## src/rtl/pong_game_ctrl.sv

```systemverilog
// rtl/pong_game_ctrl.sv - frame-rate match sequencer for the pong datapath
module pong_game_ctrl #(
  parameter int FRAME_X        = 639,
  parameter int FRAME_Y        = 479,
  parameter int SERVE_FRAMES   = 60,
  parameter int MISS_FRAMES    = 30,
  parameter int WIN_SCORE      = 9,
  parameter int HITS_PER_LEVEL = 4,
  parameter int MAX_SPEED      = 4
) (
  input  logic       clk,
  input  logic       rst,
  input  logic [9:0] x,
  input  logic [8:0] y,
  input  logic       btn_start,
  input  logic       paddle_hit,
  input  logic       miss_l,
  input  logic       miss_r,
  output logic       frame_tick,
  output logic       update_en,
  output logic       ball_reset,
  output logic       serve_dir,
  output logic [2:0] speed,
  output logic [3:0] score_l,
  output logic [3:0] score_r,
  output logic       flash,
  output logic       game_over,
  output logic [2:0] state
);

  typedef enum logic [2:0] {
    IDLE  = 3'd0,
    SERVE = 3'd1,
    PLAY  = 3'd2,
    MISS  = 3'd3,
    OVER  = 3'd4
  } state_t;

  localparam logic [9:0] X_END     = 10'(FRAME_X);
  localparam logic [8:0] Y_END     = 9'(FRAME_Y);
  localparam logic [7:0] SERVE_CNT = 8'(SERVE_FRAMES);
  localparam logic [7:0] MISS_CNT  = 8'(MISS_FRAMES);
  localparam logic [3:0] WIN       = 4'(WIN_SCORE);
  localparam logic [3:0] HIT_LAST  = 4'(HITS_PER_LEVEL - 1);
  localparam logic [2:0] SPD_MAX   = 3'(MAX_SPEED);

  state_t     state_q, state_n;
  logic [7:0] cnt_q, cnt_n;
  logic [3:0] hit_cnt_q, hit_cnt_n;
  logic       match_q, btn_q;
  logic       match, start_edge, enter_serve;
  logic       serve_dir_n;
  logic [2:0] speed_n;
  logic [3:0] score_l_n, score_r_n;

  assign state = state_q;

  // Next-state and next-value logic for the match sequencer
  always_comb begin
    match       = (x == X_END) && (y == Y_END);
    start_edge  = btn_start && !btn_q;
    state_n     = state_q;
    cnt_n       = cnt_q;
    hit_cnt_n   = hit_cnt_q;
    serve_dir_n = serve_dir;
    speed_n     = speed;
    score_l_n   = score_l;
    score_r_n   = score_r;
    enter_serve = 1'b0;
    case (state_q)
      IDLE: begin
        score_l_n = 4'd0;
        score_r_n = 4'd0;
        speed_n   = 3'd1;
        if (start_edge) begin
          state_n     = SERVE;
          cnt_n       = SERVE_CNT;
          hit_cnt_n   = 4'd0;
          enter_serve = 1'b1;
        end
      end
      SERVE: begin
        if (frame_tick) begin
          if (cnt_q == 8'd1) state_n = PLAY;
          else               cnt_n   = cnt_q - 8'd1;
        end
      end
      PLAY: begin
        if (miss_l || miss_r) begin
          if (miss_l && (score_r < WIN)) score_r_n = score_r + 4'd1;
          if (miss_r && (score_l < WIN)) score_l_n = score_l + 4'd1;
          serve_dir_n = (miss_l && miss_r) ? !serve_dir : miss_r;
          state_n     = MISS;
          cnt_n       = MISS_CNT;
        end else if (paddle_hit) begin
          if (hit_cnt_q == HIT_LAST) begin
            hit_cnt_n = 4'd0;
            if (speed < SPD_MAX) speed_n = speed + 3'd1;
          end else begin
            hit_cnt_n = hit_cnt_q + 4'd1;
          end
        end
      end
      MISS: begin
        if (frame_tick) begin
          if (cnt_q == 8'd1) begin
            if ((score_l == WIN) || (score_r == WIN)) begin
              state_n = OVER;
            end else begin
              state_n     = SERVE;
              cnt_n       = SERVE_CNT;
              speed_n     = 3'd1;
              hit_cnt_n   = 4'd0;
              enter_serve = 1'b1;
            end
          end else begin
            cnt_n = cnt_q - 8'd1;
          end
        end
      end
      OVER: begin
        if (start_edge) begin
          state_n     = SERVE;
          cnt_n       = SERVE_CNT;
          score_l_n   = 4'd0;
          score_r_n   = 4'd0;
          speed_n     = 3'd1;
          serve_dir_n = 1'b0;
          hit_cnt_n   = 4'd0;
          enter_serve = 1'b1;
        end
      end
      default: state_n = IDLE;
    endcase
  end

  // State register; every output is registered from the next-state values
  always_ff @(posedge clk or posedge rst) begin
    if (rst) begin
      state_q    <= IDLE;
      cnt_q      <= 8'd0;
      hit_cnt_q  <= 4'd0;
      match_q    <= 1'b0;
      btn_q      <= 1'b0;
      frame_tick <= 1'b0;
      update_en  <= 1'b0;
      ball_reset <= 1'b0;
      serve_dir  <= 1'b0;
      speed      <= 3'd1;
      score_l    <= 4'd0;
      score_r    <= 4'd0;
      flash      <= 1'b0;
      game_over  <= 1'b0;
    end else begin
      state_q    <= state_n;
      cnt_q      <= cnt_n;
      hit_cnt_q  <= hit_cnt_n;
      match_q    <= match;
      btn_q      <= btn_start;
      frame_tick <= match && !match_q;
      update_en  <= match && !match_q && (state_n == PLAY);
      ball_reset <= enter_serve;
      serve_dir  <= serve_dir_n;
      speed      <= speed_n;
      score_l    <= score_l_n;
      score_r    <= score_r_n;
      flash      <= (state_n == MISS) && !cnt_n[2];
      game_over  <= (state_n == OVER);
    end
  end

endmodule

```

## config.mk

```make
export PLATFORM = sky130hd
export DESIGN_NAME = pong_game_ctrl
export DESIGN_NICKNAME = d
export VERILOG_FILES = /design/src/rtl/pong_game_ctrl.sv
export SDC_FILE = /design/constraint.sdc
export NUM_CORES = 1
export LEC_CHECK = 0
export BUFFER_PORTS_ARGS = -buffer_cell sky130_fd_sc_hd__buf_2
export CAP_MARGIN = 20
export CORE_ASPECT_RATIO = 0.9
export CORE_MARGIN = 2
export CORE_UTILIZATION = 54
export DETAILED_ROUTE_END_ITERATION = 8
export PLACE_DENSITY = 0.8
export SETUP_SLACK_MARGIN = 0.05
export SYNTH_ARGS = -nofsm -noshare
export SYNTH_HDL_FRONTEND = slang
export SYNTH_SLANG_ARGS = --single-unit
export TNS_END_PERCENT = 10
```

## constraint.sdc

```tcl
create_clock -name clk -period 2.4 [get_ports clk]
set_input_delay 0 -clock clk [delete_from_list [all_inputs] [get_ports clk]]
set_output_delay 0 -clock clk [all_outputs]
set_load 0.01 [all_outputs]
```

Word-level counts from Yosys, hierarchy flattened
Cells that the tools add are included.
Storage, ports and cells
  register bits after elaboration: 34
  output and inout bits: 20
Operators by class
  equal/unequal tests: 28
  multiplexer cells: 48
  $add $sub $neg: 5
  reductions and logical operators: 27
  magnitude comparators: 3
Operator list (count)
  2-to-1 mux 8 bit: 7
  2-to-1 mux 3 bit: 15
  2-to-1 mux 4 bit: 11
  case mux 4 bit (3 select lines): 3
  case mux 8 bit (4 select lines): 1
  inequality test 2 bit (second input constant): 13
  case mux 3 bit (4 select lines): 2
  AND reduction 7 bit: 2
  adder 4 x 1 -> 4 bit (second input constant): 3
  == test 3 x 2 -> 1 bit (second input constant): 4
  == test 10 bit (second input constant): 1
  == test 9 bit (second input constant): 1
  AND reduction 9 bit: 1
  == test 4 bit (second input constant): 2
  == test 8 x 1 -> 1 bit (second input constant): 1
  logical AND 1 bit: 8
  < comparator 4 bit (second input constant): 2
  AND reduction 4 bit: 2
  nonzero test 4 bit: 2
  subtractor 8 x 1 -> 8 bit (second input constant): 1
  2-to-1 mux 1 bit: 7
  == test 3 bit (second input constant): 2
  nonzero test 3 bit: 2
  == test 4 x 2 -> 1 bit (second input constant): 1
  other kinds (12): 17

Depth between registers and ports, before layout
  depth after elaboration: 8
  mapped depth: 7
  depth with buffers taken out: 7

Least setup slack after synthesis
No wires, ideal clock.
  path type: reg-to-reg
  from: reg score_l[1]
  to: reg speed[0]
  data arrival time: 1.685 ns
  setup time: 0.085 ns
  path buffers: 0
  period minus slack after synthesis: 1.770 ns
  cell stages (with the launch flop): 8
  data required time: 2.315 ns
  slack: 0.630 ns
  path through: dfrtp_1 inv_1 ha_1 nand3b_1 and2_1 a211o_1 nand2_1 mux2_1
Between the ends
  longest elaborated chain between the ends: 4
Ends and longest elaborated chain
  start: declaration: RTL line 24  | output logic [3:0] score_l,
  start signal: assignment: RTL line 165  | score_l <= score_l_n;
  == test 4 bit: RTL line 107  | if ((score_l == WIN) || (score_r == WIN)) begin
  logical OR 1 bit: RTL line 107
  inequality test 2 bit (no source line)
  AND reduction 9 bit (no source line)
  end signal: assignment: RTL line 164  | speed <= speed_n;
  end: declaration: RTL line 23  | output logic [2:0] speed,
Every way passes these cells.
A chain may end at the register's enable or synchronous reset.

Final worst setup path
  from: reg state_q[0], in the netlist state[0]
  to: reg speed[0]
Between the ends
  longest elaborated chain between the ends: 3
  elaborated cells on any way between the ends: 15
Ends and longest elaborated chain
  start: declaration: RTL line 47  | state_t state_q, state_n;
  start signal: assignment: RTL line 155  | state_q <= state_n;
  == test 3 bit, or another cell as far along: RTL line 70  | case (state_q)
  nonzero test 4 bit (no source line) or inequality test 2 bit (tied branches)
  AND reduction 9 bit (no source line)
Parallel ways exist; a longest one is shown, timed or not.

==> impl_metrics.env <==
export IMPL_top_layer_used="met4"
export IMPL_wl_met2_um=2290
export IMPL_slowest_stage="dfrtp_1"
export IMPL_setup_tns_ns=0
export IMPL_wirelength_met1_um=2110
export IMPL_critPathCaptureType="flop"
export IMPL_htree_levels=2
export IMPL_finalHoldViolCount=1
export IMPL_timing_fmax_ghz=0.485
export IMPL_clk_insertion_delay_late_ns=0.28
export IMPL_r2r_end="speed[0]$_DFFE_PP1P_"
export IMPL_grt_start_max_net_pins=19
export IMPL_start_util=0.551
export IMPL_pre_cts_slack_ns=0.385
export IMPL_synth_edf_count=0
export IMPL_violations="negative hold slack"
export IMPL_antenna_cells=0
export IMPL_clock_sinks=34
export IMPL_overflow=0
export IMPL_crit_type="flop to flop"
export IMPL_syn_nets=244
export IMPL_yosys_warnings=0
export IMPL_antenna_found_initial=0
export IMPL_drv_slew=0
export IMPL_syn_area_um2=2010
export IMPL_whs_ns=-0.00355
export IMPL_detail_route_vias_per_cell=5.85
export IMPL_cp_endpoint="speed[0]$_DFFE_PP1P_"
export IMPL_syn_inst=209
export IMPL_crit_path_max_incr_delay_ns=0.65
export IMPL_reg2regPathDepth=5
export IMPL_wl_per_cell_um=15.2
export IMPL_core_rowCount=21
export IMPL_drtIter0Drc=136
export IMPL_startpoint="state[0]$_DFF_PP0_"
export IMPL_reg2reg_slack_ns=0.34
export IMPL_ctsRootBufferMaster="clkbuf_8"
export IMPL_path_cells="nand3b_1, a31oi_1, nor2_1, nand2_1, mux2_1"
export IMPL_ys_types=56
export IMPL_routed_wirelength_um=4710
export IMPL_yosysSeqAreaShare=0.424
export IMPL_peakVddDrop_v=0.000476
export IMPL_cap_violations=0
export IMPL_ys_seq_elements=34
export IMPL_skew_ns=0.00694
export IMPL_area_growth_pct=20.5
export IMPL_dr_pass1_iters=7
export IMPL_place_detailed_hpwl_um=3490
export IMPL_avgSynthCellArea_um2=9.62
export IMPL_tightest_slew_ns=0.660
export IMPL_cts_buffers=5
export IMPL_fp_coreArea_um2=3650
export IMPL_timing_slew_headroom=0.559
export IMPL_gp_congestion=0.945
export IMPL_r2r_start="state[0]$_DFF_PP0_"
export IMPL_startpoint_type="flop"
export IMPL_power_density_nw_per_um2=571
export IMPL_final_period_utilization=0.858
export IMPL_arrival_ns=2.27
export IMPL_min_period_ns=2.06
export IMPL_grt_usage=0.245
export IMPL_wl_met3_um=246
export IMPL_port_buffers=44
export IMPL_vias=1812
export IMPL_setup_viol=0
export IMPL_post_cts_buffers=0
export IMPL_fin_nets=298
export IMPL_path_clk_slew_ns=0.07
export IMPL_grt_pass1_wl_um=7600
export IMPL_die_width_um=68.3
export IMPL_crit_required_ns=2.61
export IMPL_route_detailed_drc=0
export IMPL_leakage_nw=1.12
export IMPL_rsz0062_at_grt="no"
export IMPL_crit_fanout=15
export IMPL_yosys_most_used_dff="dfrtp_1"
export IMPL_grt_pass1_vias=1627
export IMPL_die_h_um=61.9
export IMPL_ant_nets=0
export IMPL_synthArstFlopShare=1.00
export IMPL_nFillCells=297
export IMPL_hold_class="input port to flop"
export IMPL_clockBufferDepth=2
export IMPL_cts_tree="built"
export IMPL_io_pins=45
export IMPL_drive_gt1_frac=0.254
export IMPL_status="finished, violations left"
export IMPL_timing_final_ws_setup_ns=0.340
export IMPL_die_area_um2=4230
==> what timing repair did <==
item	4_1_cts	5_1_grt
gates resized for setup	0	0
endpoints found under the hold margin	20	0
hold buffers	5	0
==> sequential cells by signal, indices dropped and copies added, names as in the netlist <==
| name | count |
|---|---|
| cnt_q | 8 |
| hit_cnt_q | 4 |
| score_l | 4 |
| score_r | 4 |
| speed | 3 |
| state | 3 |
| ball_reset | 1 |
| btn_q | 1 |
| flash | 1 |
| frame_tick | 1 |
| game_over | 1 |
| match_q | 1 |
| serve_dir | 1 |
| update_en | 1 |
==> cells in the mapped netlist, drive strengths merged, types with 2 or more instances <==
master / number / area share
buf: 4 / 0.011
a311oi: 2 / 0.017
nor2b: 2 / 0.0062
nor3: 6 / 0.017
and3: 3 / 0.0093
mux2i: 2 / 0.010
nor4b: 2 / 0.019
o32ai: 2 / 0.0087
dfrtp: 33 / 0.41
nand3: 8 / 0.020
a21oi: 12 / 0.032
nand3b: 6 / 0.022
a21boi: 2 / 0.0075
a31oi: 4 / 0.012
o21ai: 14 / 0.035
o22ai: 2 / 0.0062
nor2: 15 / 0.028
nand2b: 4 / 0.012
o31ai: 7 / 0.026
nand4b: 3 / 0.013
ha: 10 / 0.062
nand2: 19 / 0.037
or3b: 3 / 0.014
nor4: 2 / 0.0062
nand4: 3 / 0.0093
or2: 2 / 0.0075
a211o: 2 / 0.0087
inv: 16 / 0.030
==> per-layer routing <==
layer,track usage,vias to the layer above
met1,0.340,859
met4,0.0543,0
met3,0.0541,9
met5,0,-
li1,-,874
met2,0.397,70
==> worst max-delay path: cells and delay by family, from the launching register on <==
family / cells / cell delay, ns
flip-flops: 1 / 0.65
AND/OR/NAND/NOR: 3 / 0.54
AO/OA/AOI/OAI: 1 / 0.47
multiplexers: 1 / 0.33
==> worst min-delay path by stage <==
stage | start | endpoint | slack, ns | cells past startpoint
floorplan | btn_start | btn_q$_DFF_PP0_ | 0.03 | 0
global placement | rst | hit_cnt_q[1]$_DFFE_PP0P_ | 0.13 | 2
detailed placement | rst | hit_cnt_q[1]$_DFFE_PP0P_ | 0.13 | 2
CTS | y[6] | frame_tick$_DFF_PP0_ | 0.005 | 3
global route | y[6] | frame_tick$_DFF_PP0_ | 0.02 | 3
finish | y[6] | frame_tick$_DFF_PP0_ | -0.004 | 3
==> cells in the final DEF (no fill, tap or decap), types with 4 or more instances in the layout <==
cell type,count
buf_2,44
clkbuf_8,6
nand3_1,8
nand2b_1,4
inv_1,16
nor3_1,5
a21oi_1,11
nand3b_1,6
nor2_1,15
dlygate4sd3_1,5
a31oi_1,4
ha_1,10
dfrtp_1,33
o31ai_1,7
o21ai_0,11
nand2_1,18
==> power by group <==
part	total (mW)	switching, mW	internal (mW)
combinational	0.247	0.134	0.112
sequential	0.702	0.0799	0.622
clock	0.435	0.204	0.231
==> cell type report <==
cell class / instances / area [um^2] / share of cell area
clock buffers: 7 / 86.3 / 0.0356
multi-input cells: 155 / 1080 / 0.444
clock inverters: 1 / 5.00 / 0.00207
repair buffers: 51 / 285 / 0.118
flip-flops and latches: 34 / 852 / 0.352
inverters: 16 / 60.1 / 0.0248
well taps: 46 / 57.6 / 0.0238
==> logic make-up after synthesis <==
| logic type | after synthesis | share of synthesized area |
|---|---|---|
| adders and majority gates | 10 | 0.0622 |
| xor gates and xnor gates | 2 | 0.00871 |
| muxes | 3 | 0.0156 |
| DFF | 34 | 0.424 |
| buffers and inverters | 20 | 0.0411 |
| and+or+nand+nor | 80 | 0.230 |
| AOI/OAI and AO/OA | 60 | 0.219 |
==> per-stage QoR <==
stage               instances  power, mW  hold slack (ns)   util  area (um^2)
floorplan                 209      0.874           0.0314      -         2010
global placement          297      0.939            0.128  0.625         2280
detailed placement        297      0.954            0.133  0.625         2280
CTS                       310       1.39          0.00534  0.663         2420
global route              310       1.47           0.0241  0.663         2420
finish                    310       1.38         -0.00355  0.663         2420
No activity file was read; power rests on OpenSTA's default activity.
